--- src/rtl/addac_pkg.sv ---
`default_nettype none
// ============================================================================
//  Module      : addac_pkg
//  Description : Shared types and helpers for the ADDAC bit-serial adder.
//                Provides the FSM state type, the default operand width and
//                the bit-counter width helper.
//  Revision    : 1.0 - initial release
// ============================================================================
package addac_pkg;

  typedef enum logic [1:0] {
    IDLE  = 2'd0,
    SHIFT = 2'd1,
    DONE  = 2'd2
  } addac_state_t;

  localparam int ADDAC_DEFAULT_WIDTH = 8;

  // Width of a counter indexing bits 0..width-1 (never below 1 bit).
  function automatic int addac_cnt_w(input int width);
    return (width <= 2) ? 1 : $clog2(width);
  endfunction

endpackage
`default_nettype wire

--- src/rtl/addac_serial_adder_if.sv ---
`default_nettype none
// ============================================================================
//  Module      : addac_serial_adder_if
//  Description : Request/response bundle of the ADDAC bit-serial adder.
//                master : control side (drives start/op_sub/a_in/b_in)
//                slave  : adder side (drives busy, serial stream, result, flags)
//  Ports       : start, op_sub, a_in[WIDTH], b_in[WIDTH]      (master -> slave)
//                busy, sum_bit, acc_en, done, result[WIDTH],
//                carry_out, overflow                          (slave -> master)
//  Revision    : 1.0 - initial release
// ============================================================================
interface addac_serial_adder_if
  import addac_pkg::*;
#(
  parameter int WIDTH = ADDAC_DEFAULT_WIDTH
);

  logic             start;
  logic             op_sub;
  logic [WIDTH-1:0] a_in;
  logic [WIDTH-1:0] b_in;
  logic             busy;
  logic             sum_bit;
  logic             acc_en;
  logic             done;
  logic [WIDTH-1:0] result;
  logic             carry_out;
  logic             overflow;

  modport master (
    output start, op_sub, a_in, b_in,
    input  busy, sum_bit, acc_en, done, result, carry_out, overflow
  );

  modport slave (
    input  start, op_sub, a_in, b_in,
    output busy, sum_bit, acc_en, done, result, carry_out, overflow
  );

endinterface
`default_nettype wire

--- src/rtl/addac_bit_adder.sv ---
`default_nettype none
// ============================================================================
//  Module      : addac_bit_adder
//  Description : One-bit full adder with its carry flip-flop. The carry is
//                preset through load/load_val at the start of an operation
//                (1 for subtract, giving the +1 of two's complement) and
//                advances with en while bits are being processed.
//  Ports       : clk, rst (async, active-high)
//                load, load_val : preset carry
//                en             : commit carry-out into the carry flop
//                a, b           : operand bits
//                sum            : a ^ b ^ carry
//                carry          : current carry (carry into this bit)
//                cout           : carry out of this bit
//  Revision    : 1.0 - initial release
// ============================================================================
module addac_bit_adder (
  input  logic clk,
  input  logic rst,
  input  logic load,
  input  logic load_val,
  input  logic en,
  input  logic a,
  input  logic b,
  output logic sum,
  output logic carry,
  output logic cout
);

  logic carry_q;

  assign carry = carry_q;
  assign sum   = a ^ b ^ carry_q;
  assign cout  = (a & b) | (a & carry_q) | (b & carry_q);

  always_ff @(posedge clk or posedge rst) begin
    if (rst) begin
      carry_q <= 1'b0;
    end else if (load) begin
      carry_q <= load_val;
    end else if (en) begin
      carry_q <= cout;
    end
  end

endmodule
`default_nettype wire

--- src/rtl/addac_serial_adder.sv ---
`default_nettype none
// ============================================================================
//  Module      : addac_serial_adder
//  Description : Bit-serial add/subtract stage feeding the ADDAC accumulator.
//                Emits one sum bit per clock (LSB first) with acc_en, then
//                pulses done with the assembled result, carry_out and signed
//                overflow. Operation latency is WIDTH+1 clocks.
//  Ports       : clk, rst (async, active-high), bus (addac_serial_adder_if.slave)
//  Options     : ADDAC_BACK2BACK_EN - when defined, start seen in DONE launches
//                the next operation directly (one op per WIDTH+1 clocks);
//                otherwise DONE always returns to IDLE.
//  Revision    : 1.0 - initial release
// ============================================================================
module addac_serial_adder
  import addac_pkg::*;
#(
  parameter int WIDTH = ADDAC_DEFAULT_WIDTH
) (
  input  logic                 clk,
  input  logic                 rst,
  addac_serial_adder_if.slave  bus
);

  localparam int            CW   = addac_cnt_w(WIDTH);
  localparam logic [CW-1:0] LAST = CW'(WIDTH - 1);

  addac_state_t     state;
  addac_state_t     state_nxt;
  logic             accept;
  logic             shifting;
  logic             last_bit;

  logic [WIDTH-1:0] a_sr;
  logic [WIDTH-1:0] b_sr;
  logic [WIDTH-1:0] result_r;
  logic [CW-1:0]    cnt;
  logic             carry_out_r;
  logic             overflow_r;

  logic             fa_sum;
  logic             fa_carry;
  logic             fa_cout;

  // --------------------------------------------------------------------------
  // FSM
  // --------------------------------------------------------------------------
  always_ff @(posedge clk or posedge rst) begin
    if (rst) begin
      state <= IDLE;
    end else begin
      state <= state_nxt;
    end
  end

  always_comb begin
    state_nxt = state;
    accept    = 1'b0;
    case (state)
      IDLE: begin
        if (bus.start) begin
          accept    = 1'b1;
          state_nxt = SHIFT;
        end
      end
      SHIFT: begin
        if (cnt == LAST) begin
          state_nxt = DONE;
        end
      end
      DONE: begin
`ifdef ADDAC_BACK2BACK_EN
        if (bus.start) begin
          accept    = 1'b1;
          state_nxt = SHIFT;
        end else begin
          state_nxt = IDLE;
        end
`else
        state_nxt = IDLE;
`endif
      end
      default: begin
        state_nxt = IDLE;
      end
    endcase
  end

  assign shifting = (state == SHIFT);
  assign last_bit = shifting && (cnt == LAST);

  // --------------------------------------------------------------------------
  // Serial full adder with carry flop
  // --------------------------------------------------------------------------
  addac_bit_adder u_bit_adder (
    .clk      (clk),
    .rst      (rst),
    .load     (accept),
    .load_val (bus.op_sub),
    .en       (shifting),
    .a        (a_sr[0]),
    .b        (b_sr[0]),
    .sum      (fa_sum),
    .carry    (fa_carry),
    .cout     (fa_cout)
  );

  // --------------------------------------------------------------------------
  // Operand shift registers, result assembly, counter and flags
  // --------------------------------------------------------------------------
  always_ff @(posedge clk or posedge rst) begin
    if (rst) begin
      a_sr        <= '0;
      b_sr        <= '0;
      result_r    <= '0;
      cnt         <= '0;
      carry_out_r <= 1'b0;
      overflow_r  <= 1'b0;
    end else if (accept) begin
      // Subtract is A + ~B + 1; the +1 comes from the preset carry.
      a_sr        <= bus.a_in;
      b_sr        <= bus.op_sub ? ~bus.b_in : bus.b_in;
      result_r    <= '0;
      cnt         <= '0;
      carry_out_r <= 1'b0;
      overflow_r  <= 1'b0;
    end else if (shifting) begin
      a_sr     <= {1'b0, a_sr[WIDTH-1:1]};
      b_sr     <= {1'b0, b_sr[WIDTH-1:1]};
      result_r <= {fa_sum, result_r[WIDTH-1:1]};
      cnt      <= last_bit ? '0 : cnt + CW'(1);
      if (last_bit) begin
        // On the MSB, fa_carry is the carry into it and fa_cout the carry out.
        carry_out_r <= fa_cout;
        overflow_r  <= fa_carry ^ fa_cout;
      end
    end
  end

  // --------------------------------------------------------------------------
  // Outputs
  // --------------------------------------------------------------------------
  assign bus.busy      = (state != IDLE);
  assign bus.acc_en    = shifting;
  assign bus.sum_bit   = shifting & fa_sum;
  assign bus.done      = (state == DONE);
  assign bus.result    = result_r;
  assign bus.carry_out = carry_out_r;
  assign bus.overflow  = overflow_r;

endmodule
`default_nettype wire

--- src/flat_wrapper.sv ---
// flat-port wrapper written by rule: the top's interface ports become plain ports
module addac_serial_adder_flat import addac_pkg::*;
#(
  parameter int WIDTH = ADDAC_DEFAULT_WIDTH
)
  (clk, rst, bus_start, bus_op_sub, bus_a_in, bus_b_in, bus_busy, bus_sum_bit, bus_acc_en, bus_done, bus_result, bus_carry_out, bus_overflow);
  addac_serial_adder_if #(.WIDTH(WIDTH)) bus_i ();
  input  logic clk;
  input  logic rst;
  input wire logic [$bits(bus_i.start)-1:0] bus_start;
  input wire logic [$bits(bus_i.op_sub)-1:0] bus_op_sub;
  input wire logic [$bits(bus_i.a_in)-1:0] bus_a_in;
  input wire logic [$bits(bus_i.b_in)-1:0] bus_b_in;
  output wire logic [$bits(bus_i.busy)-1:0] bus_busy;
  output wire logic [$bits(bus_i.sum_bit)-1:0] bus_sum_bit;
  output wire logic [$bits(bus_i.acc_en)-1:0] bus_acc_en;
  output wire logic [$bits(bus_i.done)-1:0] bus_done;
  output wire logic [$bits(bus_i.result)-1:0] bus_result;
  output wire logic [$bits(bus_i.carry_out)-1:0] bus_carry_out;
  output wire logic [$bits(bus_i.overflow)-1:0] bus_overflow;
  assign bus_i.start = bus_start;
  assign bus_i.op_sub = bus_op_sub;
  assign bus_i.a_in = bus_a_in;
  assign bus_i.b_in = bus_b_in;
  assign bus_busy = bus_i.busy;
  assign bus_sum_bit = bus_i.sum_bit;
  assign bus_acc_en = bus_i.acc_en;
  assign bus_done = bus_i.done;
  assign bus_result = bus_i.result;
  assign bus_carry_out = bus_i.carry_out;
  assign bus_overflow = bus_i.overflow;
  addac_serial_adder #(.WIDTH(WIDTH)) u_core (.clk(clk), .rst(rst), .bus(bus_i));
endmodule
--- config.mk ---
export PLATFORM = sky130hd
export DESIGN_NAME = addac_serial_adder_flat
export DESIGN_NICKNAME = d
export VERILOG_FILES = /design/src/rtl/addac_pkg.sv /design/src/rtl/addac_serial_adder_if.sv /design/src/rtl/addac_bit_adder.sv /design/src/rtl/addac_serial_adder.sv /design/src/flat_wrapper.sv
export SDC_FILE = /design/constraint.sdc
export NUM_CORES = 1
export LEC_CHECK = 0
export ABC_AREA = 0
export CORE_ASPECT_RATIO = 1.2
export CORE_UTILIZATION = 53
export CTS_CLUSTER_DIAMETER = 40
export DETAILED_ROUTE_END_ITERATION = 12
export PLACE_DENSITY = 0.84
export SLEW_MARGIN = 15
export SYNTH_ARGS = -nofsm -noshare
export SYNTH_HDL_FRONTEND = slang
export SYNTH_SLANG_ARGS = --single-unit
--- constraint.sdc ---
create_clock -name clk -period 2.35 [get_ports clk]
set_input_delay 0.47 -clock clk [delete_from_list [all_inputs] [get_ports clk]]
set_output_delay 0.47 -clock clk [all_outputs]
set_load 0.01 [all_outputs]
==> impl_metrics.json, run 1 <==
{
  "status": "complete, no violations",
  "ys_seq_elements": 32,
  "finalNonFillerCells": 220,
  "drt_first_iter_violations": 23,
  "ant_nets": 0,
  "die_h_um": 60.3,
  "layout_commonest_cell": "nand2_1",
  "crit-reg2reg-launch": "u_core.state[1]",
  "synth_area_leaders": "dfrtp_1 (53%), nand2_1 (11%), nand3_1 (4.0%)",
  "switching_share_pct": 38.3,
  "rows": 20,
  "cts_setup_buffers": 0,
  "syn-cell-area_sq_um": 1500,
  "rrSetupSlack_ns": 0.95,
  "most-common-layout-cells": "nand2_1 (45), clkdlybuf4s50_1 (32), dfrtp_1 (32)",
  "antenna_found_initial": 0,
  "synth_seq_area_share_pct": 53.4,
  "start_util_pct": 57.6,
  "die_area_sq_um": 3050,
  "drt_wl_total_um": 2950,
  "cp_top_family": "adder cells",
  "drc_errors": 0,
  "die_w_um": 50.5,
  "worst_setup_path_start_kind": "flop",
  "skew_ns": 0.00480,
  "path_clk_slew_ns": 0.09,
  "arrival_ns": 1.67,
  "ys_types": 31,
  "clkSinkCount": 32,
  "final_util_pct": 72.3,
  "drv_slew": 0,
  "max-slew-margin-rel_pct": 59.8,
  "cts_tree": "built",
  "viasPerCell": 5.42,
  "first_pass_iters": 4,
  "fill_cells": 208,
  "syn_avg_cell_area_sq_um": 9.93,
  "place.gp.congestion": 0.745,
  "grt_max_degree": 33,
  "holdPathEnd": "u_core.a_sr[4]",
  "clockPowerShare_pct": 12.6,
  "slowest_delay_ns": 0.53,
  "maxCapViolCount": 0,
  "synth_top_cell_area_share_pct": 53.4,
  "grt_pass1_vias": 1148,
  "cp_num_buf_inv": 1,
  "cpMaxStageDelayCell": "fa_1",
  "hold_viol_final": 0,
  "power.switching_uw": 852,
  "final_net_count": 210,
  "cp-end-kind": "output port",
  "power_density_nw_per_um2": 1180,
  "overflow": 0,
  "peakVddDrop_v": 0.000836,
  "combPwrFrac_pct": 45.3,
  "hpwl_um": 2100,
  "drive_above_1_share_pct": 8.56,
  "critPathMaxFanout": 2,
  "synth_nets": 174,
  "numCtsBuffers": 5,
  "num_vias": 1192,
  "clkLatencyLatePin_ns": 0.32,
  "syn-instance-count": 151,
  "n_antenna_cell": 0,
  "grt_pass1_wl_um": 4950,
  "power.share.sequential_pct": 42.1,
  "htree_levels": 2,
  "ys_warn_count": 0,
  "dp_cells": 213,
  "clockRootBuffer": "clkbuf_4",
  "io_pins": 34,
  "timing.hold.ws_ns": 0.480,
  "grt_usage_pct": 22.2,
  "setup_viol": 0,
  "crit_chain": "fa_1 > and2_1 > dlygate4sd2_1",
  "cp.required_ns": 1.88,
  "cts_buffer_depth": 2,
  "syn2layout_area_growth_pct": 25.5,
  "p_leak_uw": 0.000893,
  "hold_path_class": "flop to flop",
  "port_buffers": 33,
  "synth_top_cell_by_area": "dfrtp_1",
  "rsz0062_at_grt": "false",
  "tightest_slew_ns": 0.600,
  "timing.rr.end": "u_core.b_sr[3]",
  "tns_ns": 0,
  "max_clock_freq_ghz": 0.466,
  "r2r_cells": 4,
  "period_share_pct": 91.3,
  "power.total_uw": 2230,
  "p_int_uw": 1370,
  "hp-start": "u_core.a_sr[4]",
  "fin_crit_ns": 2.14,
  "wl_per_cell_um": 13.4,
  "crit_type": "flop to output port",
  "coreArea_sq_um": 2600,
  "whs_path_depth": 2
}
-- flip-flops by register name, indices dropped and copies added (netlist names) --
signal	count
u_core.cnt	3
u_core.u_bit_adder.carry	1
u_core.state	2
u_core.bus.overflow	1
u_core.b_sr	8
u_core.a_sr	8
u_core.bus.carry_out	1
u_core.bus.result	8
-- kinds of logic after synthesis --
kind of cell,Yosys count,synth area share [%]
and+or+nand+nor,73,21.8
AOI/OAI and AO/OA,22,10.8
xor gates and xnor gates,9,5.26
buffers and inverters,12,5.76
adders and majority gates,3,3.00
DFF,32,53.4
-- per-layer routing --
| metal | vias to the layer above | wire length [um] | part of all wire (%) | GRT usage [%] |
|---|---|---|---|---|
| met1 | 575 | 1170 | 40 | 24.3 |
| met4 | 0 | 46 | 1.6 | 9.52 |
| li1 | 580 | - | - | - |
| met2 | 32 | 1590 | 54 | 41.3 |
| met5 | - | 0 | 0 | 0 |
| met3 | 5 | 140 | 4.7 | 4.58 |
-- power by group through the flow --
stage               clock, uW  combinational [uW]  sequential, uW
floorplan                   0                 652             945
global placement            0                1000             931
detailed placement          0                1030             947
CTS                       290                1020             937
global route              314                1120             962
finish                    281                1010             937
-- worst max-delay path by stage --
stage / slack, ns / from / cells after the start / end
final: 0.21 / u_core.a_sr[0] / 3 / bus_sum_bit
after global routing: 0.12 / u_core.a_sr[0] / 3 / bus_sum_bit
after CTS: 0.19 / u_core.a_sr[0] / 3 / bus_sum_bit
after detailed placement: 0.28 / u_core.a_sr[0] / 3 / bus_sum_bit
after global placement: 0.29 / u_core.a_sr[0] / 3 / bus_sum_bit
after floorplan: 0.81 / u_core.a_sr[0] / 2 / bus_sum_bit
-- timing repair --
| item | in CTS | in global routing |
|---|---|---|
| hold buffers | 0 | 0 |
| setup endpoints to repair | 1 | 0 |
| gates resized for setup | 1 | 0 |
-- metrics by stage --
step	cell area, sq um	setup slack [ns]
3_3_place_gp	1840	0.293
3_5_place_dp	1840	0.285
5_1_grt	1880	0.120
6_report	1880	0.205
2_1_floorplan	1500	0.813
4_1_cts	1880	0.186
-- synth_stat cells, drive strengths merged --
| master | instances |
|---|---|
| xor2 | 4 |
| o21bai | 1 |
| ha | 2 |
| nand2b | 1 |
| inv | 3 |
| a21oi | 1 |
| nand3b | 2 |
| a21o | 1 |
| o31ai | 1 |
| a22oi | 8 |
| nor2b | 1 |
| nand3 | 13 |
| nor3b | 1 |
| nor2 | 7 |
| a31oi | 4 |
| a221o | 3 |
| or3b | 1 |
| o21ai | 3 |
| fa | 1 |
| or2 | 1 |
| nand2 | 45 |
| buf | 9 |
| dfrtp | 32 |
| and2 | 1 |
| xnor2 | 5 |
-- worst min-delay path, cell delays in order (launching register included) --
cell and delay, ns:
dfrtp_1 0.35, nand2_1 0.05, nand2_1 0.05
-- layout make-up --
type | instances | area (sq um) | share of cell area [%]
well taps | 33 | 41.3 | 2.20
inverters | 3 | 13.8 | 0.732
flip-flops and latches | 32 | 801 | 42.6
clock inverters | 1 | 5.00 | 0.266
repair buffers | 38 | 367 | 19.5
clock buffers | 6 | 41.3 | 2.20
multi-input cells | 107 | 612 | 32.5
Power figures use the tool's default switching activity.
==> inputs of run 2 (changes only) <==
--- a/config.mk
+++ b/config.mk
@@ -7,6 +7,7 @@
 export LEC_CHECK = 0
 export ABC_AREA = 0
 export CORE_ASPECT_RATIO = 1.2
+export CORE_MARGIN = 2
 export CORE_UTILIZATION = 53
 export CTS_CLUSTER_DIAMETER = 40
 export DETAILED_ROUTE_END_ITERATION = 12
==> run 2 against run 1 <==
Effect of this change: clock skew grew 0.011 ns; cell count grew 0.45%; non-clock buffer count is the same; critical endpoint unchanged.
==> impl_metrics.json, run 2 (synthesis gave the netlist of run 1 again) <==
{
  "status": "complete, no violations",
  "skew_ns": 0.0158,
  "grt_pass1_wl_um": 5370,
  "drt_wl_total_um": 3070,
  "arrival_ns": 1.70,
  "numCtsBuffers": 5,
  "cts_tree": "built",
  "htree_levels": 2,
  "overflow": 0,
  "maxCapViolCount": 0,
  "p_leak_uw": 0.000899,
  "die_area_sq_um": 3270,
  "hpwl_um": 2150,
  "hp-start": "u_core.a_sr[4]",
  "fill_cells": 228,
  "cts_buffer_depth": 2,
  "cp_num_buf_inv": 1,
  "hold_viol_final": 0,
  "power_density_nw_per_um2": 1190,
  "crit_type": "flop to output port",
  "drv_slew": 0,
  "worst_setup_path_start_kind": "flop",
  "power.total_uw": 2260,
  "layout_setup_ws_ns": 0.176,
  "die_h_um": 62.3,
  "clkSinkCount": 32,
  "tightest_slew_ns": 0.602,
  "clkLatencyLatePin_ns": 0.34,
  "first_pass_iters": 5,
  "cp_num_cells": 3,
  "die_w_um": 52.5,
  "path_clk_slew_ns": 0.09,
  "rows": 21,
  "cp_top_family": "adder cells",
  "max_clock_freq_ghz": 0.460,
  "ctsHoldBuffers": 0,
  "crit-reg2reg-launch": "u_core.state[1]",
  "setup_viol": 0,
  "grt_max_degree": 33,
  "slowest_delay_ns": 0.55,
  "cpMaxStageDelayCell": "fa_1",
  "most-common-layout-cells": "nand2_1 (45), clkdlybuf4s50_1 (32), dfrtp_1 (32)",
  "io_pins": 34,
  "layout_commonest_cell": "nand2_1",
  "n_antenna_cell": 0,
  "drc_errors": 0,
  "num_vias": 1192,
  "ant_nets": 0,
  "cp.required_ns": 1.88,
  "port_buffers": 33,
  "rrSetupSlack_ns": 0.96,
  "hold_path_class": "flop to flop",
  "grt_pass1_vias": 1239,
  "final_net_count": 210,
  "timing.hold.ws_ns": 0.487,
  "r2r_cells": 4,
  "clockRootBuffer": "clkbuf_4",
  "wl_per_cell_um": 13.9,
  "timing.rr.end": "u_core.b_sr[2]",
  "crit_chain": "fa_1 > and2_1 > dlygate4sd2_1",
  "cp-startpoint": "u_core.a_sr[0]",
  "max-slew-margin-rel_pct": 59.7,
  "critPathMaxFanout": 2,
  "antenna_found_initial": 0,
  "period_share_pct": 92.5,
  "coreArea_sq_um": 2730,
  "start_util_pct": 54.9,
  "rsz0062_at_grt": "false",
  "grt_usage_pct": 22.3,
  "drt_first_iter_violations": 52,
  "fin_crit_ns": 2.17,
  "viasPerCell": 5.39,
  "drive_above_1_share_pct": 8.56,
  "pre_cts_ws_ns": 0.264,
  "peakVddDrop_v": 0.000640,
  "final_util_pct": 69.3,
  "place.gp.congestion": 0.717,
  "crit_path_end": "bus_sum_bit",
  "syn2layout_area_growth_pct": 26.4,
  "tns_ns": 0,
  "cp-end-kind": "output port"
}
## run 2: cell counts in the layout (fill, tap and decap cells not counted)
No cell type changed its count.
## run 2: area by class of cell
| class | instances | area (sq um) | area share, % |
|---|---|---|---|
| flip-flops and latches | 32 | 801 | 42.3 |
| multi-input cells | 107 | 612 | 32.3 |
| repair buffers | 38 | 379 | 20.0 |
| well taps | 34 | 42.5 | 2.25 |
| clock buffers | 6 | 41.3 | 2.18 |
| inverters | 3 | 13.8 | 0.727 |
| clock inverters | 1 | 5.00 | 0.264 |
## run 2: tightest hold or removal path, delay by kind of cell (launching register included)
family,cells,cell delay [ns]
AND/OR/NAND/NOR,2,0.11
flip-flops,1,0.35
## run 2: worst min-delay path by stage
stage               cells after the start              to  slack, ns
global route                            2  u_core.a_sr[4]       0.51
CTS                                     2  u_core.a_sr[4]       0.49
floorplan                               2  u_core.a_sr[1]       0.45
finish                                  2  u_core.a_sr[4]       0.49
global placement                        2  u_core.a_sr[2]       0.46
detailed placement                      2  u_core.a_sr[4]       0.47
## run 2: power breakdown
part	internal [uW]	switching [uW]	total [uW]
Sequential	782	159	940
Combinational	496	536	1030
Clock	110	179	289
## run 2: metal layers
layer  part of all wire (%)  routed length, um  global-route usage (%)  up-vias
li1                       -                  -                       -      574
met1                     39               1210                    25.8      579
met2                     54               1650                    38.0       34
met3                    5.3                161                    6.49        5
met4                    1.4                 44                    8.01        0
met5                      0                  0                       0        -
## run 2: metrics by stage
step	cells	area, sq um
floorplan	151	1500
CTS	221	1890
global route	221	1890
global placement	214	1850
finish	221	1890
detailed placement	214	1850
## run 2: what timing repair did
action / CTS / global route
gates resized for setup: 1 / 0
setup endpoints to repair: 1 / 0
setup buffers: 0 / 0
